[src/rtl/adder_share_sched.sv]
// rtl/adder_share_sched.sv - round-robin scheduler time-sharing one external 4-bit adder
// Optional ADDSCHED_SKIP_INC_EN: skip the carry pass when the carry register is clear.
module adder_share_sched #(
    parameter int NREQ = 4,
    parameter int NIB  = 4
) (
    input  logic                  iCLK,
    input  logic                  iRST_n,
    input  logic [NREQ-1:0]       iReq,
    input  logic [NREQ*4*NIB-1:0] iOpA,
    input  logic [NREQ*4*NIB-1:0] iOpB,
    output logic [NREQ-1:0]       oGnt,
    output logic [NREQ-1:0]       oDone,
    output logic [4*NIB-1:0]      oResult,
    output logic                  oCarry,
    output logic [3:0]            oAddA,
    output logic [3:0]            oAddB,
    input  logic [3:0]            iAddSum,
    input  logic                  iAddCarry
);
    localparam int W  = 4 * NIB;
    localparam int PW = (NREQ > 1) ? $clog2(NREQ) : 1;
    localparam int NW = (NIB > 1) ? $clog2(NIB) : 1;

    typedef enum logic [1:0] {IDLE, ADD, INC, DONE} stateT;

    stateT         state;
    stateT         stateNext;
    logic [PW-1:0] ptr;
    logic [PW-1:0] reqIdx;
    logic          reqFound;
    logic [W-1:0]  opA;
    logic [W-1:0]  opB;
    logic [W-1:0]  acc;
    logic [W-1:0]  accNext;
    logic [NW-1:0] nib;
    logic          lastNib;
    logic          carryReg;
    logic          c0;
    logic [3:0]    partial;
    logic [3:0]    nibA;
    logic [3:0]    nibB;

    // First requesting index after the pointer, wrapping, so the last winner ranks lowest.
    always_comb begin : arbiter
        reqFound = 1'b0;
        reqIdx   = ptr;
        for (int i = 1; i <= NREQ; i++) begin
            if (!reqFound && iReq[PW'((int'(ptr) + i) % NREQ)]) begin
                reqFound = 1'b1;
                reqIdx   = PW'((int'(ptr) + i) % NREQ);
            end
        end
    end

    assign lastNib = (nib == NW'(NIB - 1));
    assign nibA    = 4'(opA >> {nib, 2'b00});
    assign nibB    = 4'(opB >> {nib, 2'b00});
    assign accNext = (acc & ~(W'(4'hF) << {nib, 2'b00})) | (W'(iAddSum) << {nib, 2'b00});

    always_comb begin : fsmComb
        stateNext = state;
        oAddA     = 4'h0;
        oAddB     = 4'h0;
        oDone     = '0;
        case (state)
            IDLE: begin
                if (reqFound) stateNext = ADD;
            end
            ADD: begin
                oAddA = nibA;
                oAddB = nibB;
`ifdef ADDSCHED_SKIP_INC_EN
                if (carryReg)     stateNext = INC;
                else if (lastNib) stateNext = DONE;
`else
                stateNext = INC;
`endif
            end
            INC: begin
                // Second pass folds the carry from the previous nibble into this one.
                oAddA     = partial;
                oAddB     = {3'b000, carryReg};
                stateNext = lastNib ? DONE : ADD;
            end
            DONE: begin
                oDone     = oGnt;
                stateNext = IDLE;
            end
            default: stateNext = IDLE;
        endcase
    end

    always_ff @(posedge iCLK or negedge iRST_n) begin
        if (!iRST_n) state <= IDLE;
        else         state <= stateNext;
    end

    always_ff @(posedge iCLK or negedge iRST_n) begin
        if (!iRST_n) begin
            ptr      <= PW'(NREQ - 1);
            oGnt     <= '0;
            opA      <= '0;
            opB      <= '0;
            acc      <= '0;
            nib      <= '0;
            carryReg <= 1'b0;
            c0       <= 1'b0;
            partial  <= 4'h0;
            oResult  <= '0;
            oCarry   <= 1'b0;
        end else begin
            case (state)
                IDLE: begin
                    if (reqFound) begin
                        ptr      <= reqIdx;
                        oGnt     <= NREQ'(1) << reqIdx;
                        opA      <= W'(iOpA >> (W * int'(reqIdx)));
                        opB      <= W'(iOpB >> (W * int'(reqIdx)));
                        acc      <= '0;
                        nib      <= '0;
                        carryReg <= 1'b0;
                    end
                end
                ADD: begin
`ifdef ADDSCHED_SKIP_INC_EN
                    if (!carryReg) begin
                        acc      <= accNext;
                        carryReg <= iAddCarry;
                        if (lastNib) begin
                            oResult <= accNext;
                            oCarry  <= iAddCarry;
                        end else begin
                            nib <= nib + NW'(1);
                        end
                    end else begin
                        partial <= iAddSum;
                        c0      <= iAddCarry;
                    end
`else
                    partial <= iAddSum;
                    c0      <= iAddCarry;
`endif
                end
                INC: begin
                    // c0 and the increment carry are mutually exclusive, so OR is exact.
                    acc      <= accNext;
                    carryReg <= c0 | iAddCarry;
                    if (lastNib) begin
                        oResult <= accNext;
                        oCarry  <= c0 | iAddCarry;
                    end else begin
                        nib <= nib + NW'(1);
                    end
                end
                DONE: oGnt <= '0;
                default: ;
            endcase
        end
    end
endmodule
[config.mk]
export PLATFORM = sky130hd
export DESIGN_NAME = adder_share_sched
export DESIGN_NICKNAME = d
export VERILOG_FILES = /design/src/rtl/adder_share_sched.sv
export SDC_FILE = /design/constraint.sdc
export NUM_CORES = 1
export LEC_CHECK = 0
export CAP_MARGIN = 20
export CELL_PAD_IN_SITES_DETAIL_PLACEMENT = 1
export CELL_PAD_IN_SITES_GLOBAL_PLACEMENT = 1
export CORE_ASPECT_RATIO = 2
export CORE_MARGIN = 8
export CORE_UTILIZATION = 37
export CTS_CLUSTER_SIZE = 12
export DETAILED_ROUTE_END_ITERATION = 7
export GPL_TIMING_DRIVEN = 0
export HOLD_SLACK_MARGIN = 0.03
export MAX_ROUTING_LAYER = met4
export PLACE_DENSITY = 0.88
export SLEW_MARGIN = 20
export SYNTH_ARGS = -nofsm -noshare
export SYNTH_HDL_FRONTEND = slang
export SYNTH_SLANG_ARGS = --single-unit
[constraint.sdc]
create_clock -name iCLK -period 3 [get_ports iCLK]
set_clock_uncertainty 0.15 [all_clocks]
set_input_delay 0.3 -clock iCLK [delete_from_list [all_inputs] [get_ports iCLK]]
set_output_delay 0.3 -clock iCLK [all_outputs]
set_load 0.03 [all_outputs]
==> results of run 1 <==
## kinds of logic after synthesis
| kind of cell | Yosys count |
|---|---|
| AOI/OAI and AO/OA | 172 |
| adders and majority gates | 8 |
| buffers and inverters | 66 |
| DFF | 77 |
| muxes | 45 |
| and+or+nand+nor | 132 |
## power by group through the flow
stage	clock network, µW	logic (µW)	registers (µW)
2_1_floorplan	0	2500	1950
4_1_cts	1270	4060	1830
6_report	1260	4040	1830
5_1_grt	1300	4320	1880
3_3_place_gp	0	3830	1810
3_5_place_dp	0	4000	1850
## worst reg2reg max path, stage by stage, from the launching register on
cell and delay (ns):
sky130_fd_sc_hd__dfstp_2 0.56, sky130_fd_sc_hd__nor2b_1 0.08, sky130_fd_sc_hd__o21a_1 0.30, sky130_fd_sc_hd__nor3_1 0.22
sky130_fd_sc_hd__buf_4 0.24, sky130_fd_sc_hd__buf_6 0.22, sky130_fd_sc_hd__mux2i_1 0.40, sky130_fd_sc_hd__o211ai_2 0.12
## layout make-up
type | instances | area (µm²) | area share (%)
Clock buffer | 12 | 246 | 3.42
Timing Repair Buffer | 173 | 1740 | 24.2
Clock inverter | 4 | 95.1 | 1.32
Tap cell | 152 | 190 | 2.64
Multi-Input combinational cell | 357 | 2690 | 37.4
Inverter | 20 | 75.1 | 1.04
Buffer | 46 | 233 | 3.23
Sequential cell | 77 | 1930 | 26.8
## routing by layer
layer | share of wire, % | GRT usage [%]
met5 | 0 | -
met4 | 4.5 | 13.5
met3 | 4.2 | 3.71
met2 | 57 | 42.1
met1 | 35 | 21.0
## state kept, by name, summed over array words and instances, names as in the netlist
| register | count |
|---|---|
| oCarry | 1 |
| oResult | 16 |
| partial | 4 |
| nib | 2 |
| state | 2 |
| c0 | 1 |
| opB | 16 |
| oGnt | 4 |
| ptr | 2 |
| acc | 12 |
| carryReg | 1 |
| opA | 16 |
## metrics by stage
step | hold slack [ns] | power [µW] | cells | util (%) | cell area (µm²)
finish | 0.283 | 7130 | 841 | 55.5 | 7200
global route | 0.346 | 7500 | 841 | 55.5 | 7200
CTS | 0.298 | 7150 | 841 | 55.5 | 7200
detailed placement | 0.116 | 5850 | 824 | 52.7 | 6850
global placement | 0.311 | 5630 | 823 | 52.5 | 6830
floorplan | -0.146 | 4450 | 500 | - | 4920
## synthesized netlist by cell type (2+ instances only)
cell type                   n  area [µm²]
sky130_fd_sc_hd__buf_6      4        45.0
sky130_fd_sc_hd__inv_1     20        75.1
sky130_fd_sc_hd__mux2_2     5        56.3
sky130_fd_sc_hd__a32o_1     3        30.0
sky130_fd_sc_hd__dfstp_2    2        52.6
sky130_fd_sc_hd__nand4_1   32         200
sky130_fd_sc_hd__nor2b_1    7        43.8
sky130_fd_sc_hd__nand2b_1   3        18.8
sky130_fd_sc_hd__o22ai_1   13        81.3
sky130_fd_sc_hd__o21ai_0   16        80.1
sky130_fd_sc_hd__nand2_1   62         233
sky130_fd_sc_hd__buf_2      7        35.0
sky130_fd_sc_hd__and3_1     3        18.8
sky130_fd_sc_hd__mux2i_1   32         320
sky130_fd_sc_hd__buf_4      4        30.0
sky130_fd_sc_hd__dfrtp_1   75        1880
sky130_fd_sc_hd__o211ai_2  29         363
sky130_fd_sc_hd__o41ai_1    2        17.5
sky130_fd_sc_hd__a22oi_1   18         135
sky130_fd_sc_hd__clkbuf_1  30         113
sky130_fd_sc_hd__o31ai_1   32         240
sky130_fd_sc_hd__nand3_1    5        25.0
sky130_fd_sc_hd__nor2_1    11        41.3
sky130_fd_sc_hd__mux4_2     8         180
sky130_fd_sc_hd__a21o_1    33         248
sky130_fd_sc_hd__o211ai_1   3        22.5
sky130_fd_sc_hd__ha_1       8         100
sky130_fd_sc_hd__a22o_1     8        70.1
sky130_fd_sc_hd__a21oi_1    6        30.0
sky130_fd_sc_hd__and2_1     5        31.3
## cell usage in the layout (no fill, tap or decap), types with 2 or more instances in the layout
cell type                         count
sky130_fd_sc_hd__clkbuf_16            9
sky130_fd_sc_hd__o41ai_1              2
sky130_fd_sc_hd__a21oi_1              6
sky130_fd_sc_hd__and2_1               5
sky130_fd_sc_hd__a21o_1              33
sky130_fd_sc_hd__and3_1               3
sky130_fd_sc_hd__nand4_1             32
sky130_fd_sc_hd__o21ai_0             16
sky130_fd_sc_hd__nor2b_1              7
sky130_fd_sc_hd__mux2_2               5
sky130_fd_sc_hd__clkdlybuf4s50_1    167
sky130_fd_sc_hd__buf_6                4
sky130_fd_sc_hd__bufinv_16            3
sky130_fd_sc_hd__a32o_1               3
sky130_fd_sc_hd__dfstp_2              2
sky130_fd_sc_hd__o31ai_1             32
sky130_fd_sc_hd__clkbuf_1            29
sky130_fd_sc_hd__a22oi_1             18
sky130_fd_sc_hd__mux2i_1             32
sky130_fd_sc_hd__buf_4                6
sky130_fd_sc_hd__buf_2                6
sky130_fd_sc_hd__nor2_1              11
sky130_fd_sc_hd__nand3_1              5
sky130_fd_sc_hd__o211ai_1             3
sky130_fd_sc_hd__ha_1                 8
sky130_fd_sc_hd__dlygate4sd2_1        3
sky130_fd_sc_hd__nand2_1             62
sky130_fd_sc_hd__mux4_2               8
sky130_fd_sc_hd__o211ai_2            29
sky130_fd_sc_hd__clkbuf_2             3
sky130_fd_sc_hd__o22ai_1             13
sky130_fd_sc_hd__nand2b_1             3
sky130_fd_sc_hd__dfrtp_1             75
sky130_fd_sc_hd__a22o_1               8
sky130_fd_sc_hd__inv_1               20
## what timing repair did
| action | in CTS | in global routing |
|---|---|---|
| endpoints found under the hold margin | 27 | 0 |
| hold buffers | 1 | 0 |
| buffers inserted | 0 | 0 |
| endpoints found under the setup margin | 5 | 0 |
| gates resized for setup | 7 | 0 |
## worst paths after layout
path | startpoint | endpoint | slack (ns) | cells past startpoint
min in group iCLK | oResult[2] | oResult[2] | 0.33 | 2
worst min register to register | oResult[2] | oResult[2] | 0.33 | 2
max in group asynchronous | iRST_n | oCarry | 1.82 | 3
worst min-delay path | iRST_n | oResult[4] | 0.28 | 2
worst max-delay path | nib[0] | oAddA[3] | 0.12 | 5
worst max register to register | ptr[0] | opB[8] | 0.59 | 7
==> impl_metrics.py, run 1 <==
metrics = {
    "run_status": {
        "outcome": "complete, no violations",
    },
    "placement": {
        "dp.final_hpwl_mm": 15.6,
        "worst_slack_placed_ns": 0.0736,
        "io_buffers": 171,
        "final_replace_weighted_congestion": 0.875,
    },
    "clock_tree": {
        "cts.reportedPaths.clkPinSlew_ns": 0.06,
        "cts.path.max_buffers": 2,
        "clock_insertion_delay_at_the_later_pin_of_the_skew_report_ns": 0.34,
        "cts-buffers-inserted": 9,
        "clock-root-buffer": "sky130_fd_sc_hd__clkbuf_16",
        "cts_sinks": 77,
        "tritoncts": "done",
        "clock_tree.htree_level_count": 3,
    },
    "timing": {
        "final.min_clock_period_ns": 2.88,
        "fmax_ghz": 0.347,
        "post-route-worst-setup-slack_ns": 0.118,
        "timing_max_transition_violations_final": 0,
        "min_period_over_period_pct": 96.1,
        "grt_setup_unrepaired": "false",
        "finalHoldViolations": 0,
        "setup_violations": 0,
        "tightestPinTransition_ns": 0.682,
        "relSlewSlack_pct": 54.2,
        "setup_total_negative_slack_ns": 0,
    },
    "critical_path": {
        "critPathSlowestCell": "sky130_fd_sc_hd__clkdlybuf4s50_1",
        "cp_slowest_stage_delay_ns": 0.60,
        "critical_path.max_fanout": 7,
        "crit_family": "buffers and inverters",
        "cp_num_buf_inv": 2,
        "critPathLaunchType": "flip-flop",
        "worstSetupPathType": "reg -> out",
        "crit_chain": "buf_2 > mux4_2 > a22oi_1 > nor2b_1 > clkdlybuf4s50_1",
        "setup.worst_path.end_class": "primary output",
        "cp_data_arrival_time_ns": 2.43,
        "cp_data_required_time_ns": 2.55,
    },
    "global_routing": {
        "antenna_found_initial": 0,
        "grt_start_max_net_pins": 49,
        "grt_first_pass_wirelength_mm": 30.4,
        "gr-total-overflow": 0,
        "grt_pass1_vias": 5709,
        "grt.total_usage_pct": 22.5,
    },
    "routing": {
        "post_drt_wl_per_cell_um": 23.5,
        "starting_drc_count_in_detailed_routing": 191,
        "ant_nets": 0,
        "drt_pass1_iterations": 6,
        "remaining_drc_errors": 0,
        "via_count": 4962,
        "route.detailed.vias_per_inst": 5.90,
        "post_detailed_routing_wire_length_mm": 19.7,
    },
    "final_layout": {
        "syn_to_final_growth_pct": 46.3,
        "antenna_cells": 0,
        "filler_cell_count": 1448,
        "share_of_cells_above_drive_strength_1_pct": 11.9,
        "final_nets": 831,
    },
    "power": {
        "net-switching-power_uw": 3090,
        "power_leakage_uw": 0.00308,
        "combinationalPowerShare_pct": 56.6,
        "power.internal_uw": 4050,
        "worst_ir_drop_vdd_uv": 772,
        "power.share.sequential_pct": 25.7,
        "clock_power_share_pct": 17.7,
        "cellPowerDensity_mw_per_mm2": 990,
        "p_sw_share_pct": 43.2,
    },
    "floorplan": {
        "ios": 172,
        "die-area_mm2": 0.0175,
        "placeableCoreArea_mm2": 0.0130,
        "num_rows": 59,
        "initial_utilization_pct": 37.9,
        "die_x_um": 97.6,
        "chipHeight_um": 179,
    },
    "logic_synthesis": {
        "synth.ff_latch_count": 77,
        "synth-compound-area-share_pct": 28.2,
        "combinational_family_with_the_most_area_after_synthesis": "compound AO/OA/AOI/OAI gates",
        "synthesis.nets": 647,
        "syn_inst": 500,
        "synth_async_sr_flop_share_pct": 100,
        "dominantRegCellSynth": "sky130_fd_sc_hd__dfrtp_1",
        "synth.avg_cell_area_um2": 9.85,
        "post_synth_instance_area_mm2": 0.00492,
        "yosysUniqueCellTypes": 44,
        "synth_edf_count": 0,
        "synth_warnings": 0,
        "yosys.area_share.simple_pct": 13.2,
        "yosys.area_share.xor_xnor_pct": 0,
        "mux_contribution_to_synthesized_area_pct": 11.3,
        "synth-adder-area-share_pct": 2.03,
        "synth.yosys.seq_area_share_pct": 39.2,
    },
    "min_path": {
        "worst_hold_path_type": "in -> async",
    },
    "flow_run": {
        "max_cap_viol_count": 0,
    },
}
Note: power is estimated with default switching activity, not from simulation.
==> run 2, diff against run 1 <==
--- a/config.mk
+++ b/config.mk
@@ -8,10 +8,10 @@
 export CAP_MARGIN = 20
 export CELL_PAD_IN_SITES_DETAIL_PLACEMENT = 1
 export CELL_PAD_IN_SITES_GLOBAL_PLACEMENT = 1
-export CORE_ASPECT_RATIO = 2
+export CORE_ASPECT_RATIO = 0.8
 export CORE_MARGIN = 8
 export CORE_UTILIZATION = 37
-export CTS_CLUSTER_SIZE = 12
+export CTS_CLUSTER_SIZE = 30
 export DETAILED_ROUTE_END_ITERATION = 7
 export GPL_TIMING_DRIVEN = 0
 export HOLD_SLACK_MARGIN = 0.03
==> constraint.sdc (replaced) <==
create_clock -name iCLK -period 3.53 [get_ports iCLK]
set_clock_uncertainty 0.15 [all_clocks]
set_input_delay 0.353 -clock iCLK [delete_from_list [all_inputs] [get_ports iCLK]]
set_output_delay 0.353 -clock iCLK [all_outputs]
set_load 0.03 [all_outputs]
==> run 2 against run 1 <==
- routed wire length shrank 0.66%
- critical endpoint is now oAddA[0]
- design area fell by 0.83%
- register-to-register slack improved by 0.54 ns
- combinational power is 15% lower
- flip-flop and latch count is the same
- utilization down 0.14 points
- global-route usage grew 0.33 points
- clock power shrank 34%
- setup slack improved by 0.086 ns
==> impl_metrics.py, run 2 (same netlist as run 1, synthesis figures left out) <==
metrics = {
    "flow_run": {
        "max_cap_viol_count": 0,
    },
    "min_path": {
        "critical_hold_path_startpoint": "oResult[4]",
        "worst_hold_path_type": "reg -> reg",
        "worst_hold_path.num_cells": 2,
        "worstHoldEndpoint": "oResult[4]",
    },
    "global_routing": {
        "grt.total_usage_pct": 22.9,
        "grt_start_max_net_pins": 46,
        "grt_pass1_vias": 5672,
        "gr-total-overflow": 0,
        "antenna_found_initial": 0,
        "grt_first_pass_wirelength_mm": 30.9,
    },
    "routing": {
        "post_drt_wl_per_cell_um": 22.7,
        "via_count": 4930,
        "drt_pass1_iterations": 5,
        "met2_length_mm": 9.68,
        "maxUsedRoutingLayer": "met4",
        "remaining_drc_errors": 0,
        "route.met3.wl_mm": 1.08,
        "starting_drc_count_in_detailed_routing": 252,
        "route.layer.met1.wl_mm": 8.58,
        "route.detailed.vias_per_inst": 5.71,
        "post_detailed_routing_wire_length_mm": 19.6,
        "ant_nets": 0,
    },
    "final_layout": {
        "final_cell_mix": "170 x sky130_fd_sc_hd__clkdlybuf4s50_1, 75 x sky130_fd_sc_hd__dfrtp_1, 62 x sky130_fd_sc_hd__nand2_1",
        "antenna_cells": 0,
        "filler_cell_count": 1418,
        "final_nets": 831,
        "regs_by_ff_count": "oResult: 16 flops, opA: 16 flops, opB: 16 flops",
        "stdcell_count": 864,
        "most_frequent_standard_cell_in_the_layout_excluding_fill_and_tap_cells": "sky130_fd_sc_hd__clkdlybuf4s50_1",
        "share_of_cells_above_drive_strength_1_pct": 11.5,
        "syn_to_final_growth_pct": 45.1,
    },
    "critical_path": {
        "regToRegSetupSlack_ns": 1.13,
        "critPathSlowestCell": "sky130_fd_sc_hd__clkdlybuf4s50_1",
        "critPathLaunchType": "flip-flop",
        "cp_data_required_time_ns": 3.03,
        "crit_chain": "inv_1 > ha_1 > clkbuf_1 > clkbuf_1 > a22oi_1 > nor2b_1 > clkdlybuf4s50_1",
        "r2r_cells": 6,
        "cp_slowest_stage_delay_ns": 0.71,
        "reg2reg_from": "nib[1]",
        "critical_path.max_fanout": 10,
        "setup.worst_path.end_class": "primary output",
        "critical_path.reg2reg.endpoint": "oResult[7]",
        "cp_data_arrival_time_ns": 2.82,
        "cpMostUsedCell": "sky130_fd_sc_hd__clkbuf_1",
        "worstSetupPathType": "reg -> out",
    },
    "power": {
        "cellPowerDensity_mw_per_mm2": 817,
        "power_leakage_uw": 0.00301,
        "combinationalPowerShare_pct": 59.0,
        "power.internal_uw": 3210,
        "power.share.sequential_pct": 26.7,
        "clock_power_share_pct": 14.3,
        "totalPowerFinal_uw": 5840,
        "net-switching-power_uw": 2630,
        "p_sw_share_pct": 45.1,
        "worst_ir_drop_vdd_uv": 323,
    },
    "timing": {
        "fmax_ghz": 0.301,
        "tightestPinTransition_ns": 0.662,
        "setup_total_negative_slack_ns": 0,
        "min_period_over_period_pct": 94.2,
        "finalHoldViolations": 0,
        "finalHoldWorstSlack_ns": 0.333,
        "final.min_clock_period_ns": 3.33,
        "relSlewSlack_pct": 55.9,
        "grt_setup_unrepaired": "false",
        "setup_violations": 0,
        "timing_max_transition_violations_final": 0,
    },
    "clock_tree": {
        "clock_insertion_delay_at_the_later_pin_of_the_skew_report_ns": 0.34,
        "cts.reportedPaths.clkPinSlew_ns": 0.06,
        "clock-root-buffer": "sky130_fd_sc_hd__clkbuf_16",
        "post-cts-setup-buffer-count": 0,
        "cts-buffers-inserted": 9,
        "clock_tree.htree_level_count": 3,
        "tritoncts": "done",
        "cts.path.max_buffers": 2,
        "cts_sinks": 77,
    },
    "floorplan": {
        "ios": 172,
        "placeableCoreArea_mm2": 0.0129,
        "initial_utilization_pct": 38.1,
        "chipHeight_um": 119,
        "die_x_um": 145,
        "die-area_mm2": 0.0173,
        "num_rows": 37,
    },
    "placement": {
        "io_buffers": 171,
        "final_replace_weighted_congestion": 0.822,
        "dpl.cell_count": 847,
        "dp.final_hpwl_mm": 15.2,
    },
    "run_status": {
        "outcome": "complete, no violations",
    },
}
## run 2: area by class of cell
class                   count  area [µm²]  share of cell area [%]
plain buffers              46         226                    3.17
clock buffers              11         233                    3.26
clock inverters             5        30.0                   0.420
inverters                  20        75.1                    1.05
multi-input cells         357        2690                    37.7
flip-flops and latches     77        1930                    27.0
well taps                 175         219                    3.06
repair buffers            173        1740                    24.3
## run 2: per-stage QoR
step           instance area [µm²]  util, %  setup WS (ns)
3_3_place_gp                  6850     53.1         -0.684
4_1_cts                       7140     55.3          0.208
3_5_place_dp                  6870     53.2          0.595
5_1_grt                       7140     55.3         0.0646
2_1_floorplan                 4920        -           1.30
6_report                      7140     55.3          0.204
## run 2: power groups by stage
stage | logic [µW] | clock network, µW | registers [µW]
after global placement | 3270 | 0 | 1530
after CTS | 3460 | 844 | 1550
after detailed placement | 3420 | 0 | 1560
after global routing | 3700 | 884 | 1600
after floorplan | 2120 | 0 | 1660
final | 3450 | 835 | 1560
## run 2: worst max path at each step
stage	from	cells after the start	slack, ns	to
after floorplan	state[0]	6	1.30	oAddA[0]
after global placement	iRST_n	1	-0.68	opB[14]
after detailed placement	state[0]	7	0.59	oAddA[0]
after CTS	state[0]	7	0.21	oAddA[0]
after global routing	state[0]	7	0.06	oAddA[0]
final	state[0]	7	0.20	oAddA[0]
## run 2: routing by layer
metal | GRT usage (%) | up-vias
met5 | - | -
li1 | - | 2256
met1 | 27.6 | 2461
met2 | 38.4 | 192
met4 | 5.64 | 0
met3 | 4.88 | 21
## run 2: timing repair
| action | in CTS | in global routing |
|---|---|---|
| hold endpoints to repair | 42 | 0 |
| hold buffers | 1 | 0 |
| gates resized for setup | 0 | 0 |
## run 2: critical path, delay by kind of cell, from the launching register on
family / cells / cell delay, ns
and+or+nand+nor: 1 / 0.20
DFF: 1 / 0.43
adders and majority gates: 1 / 0.15
buffers and inverters: 4 / 1.54
AOI/OAI and AO/OA: 1 / 0.16
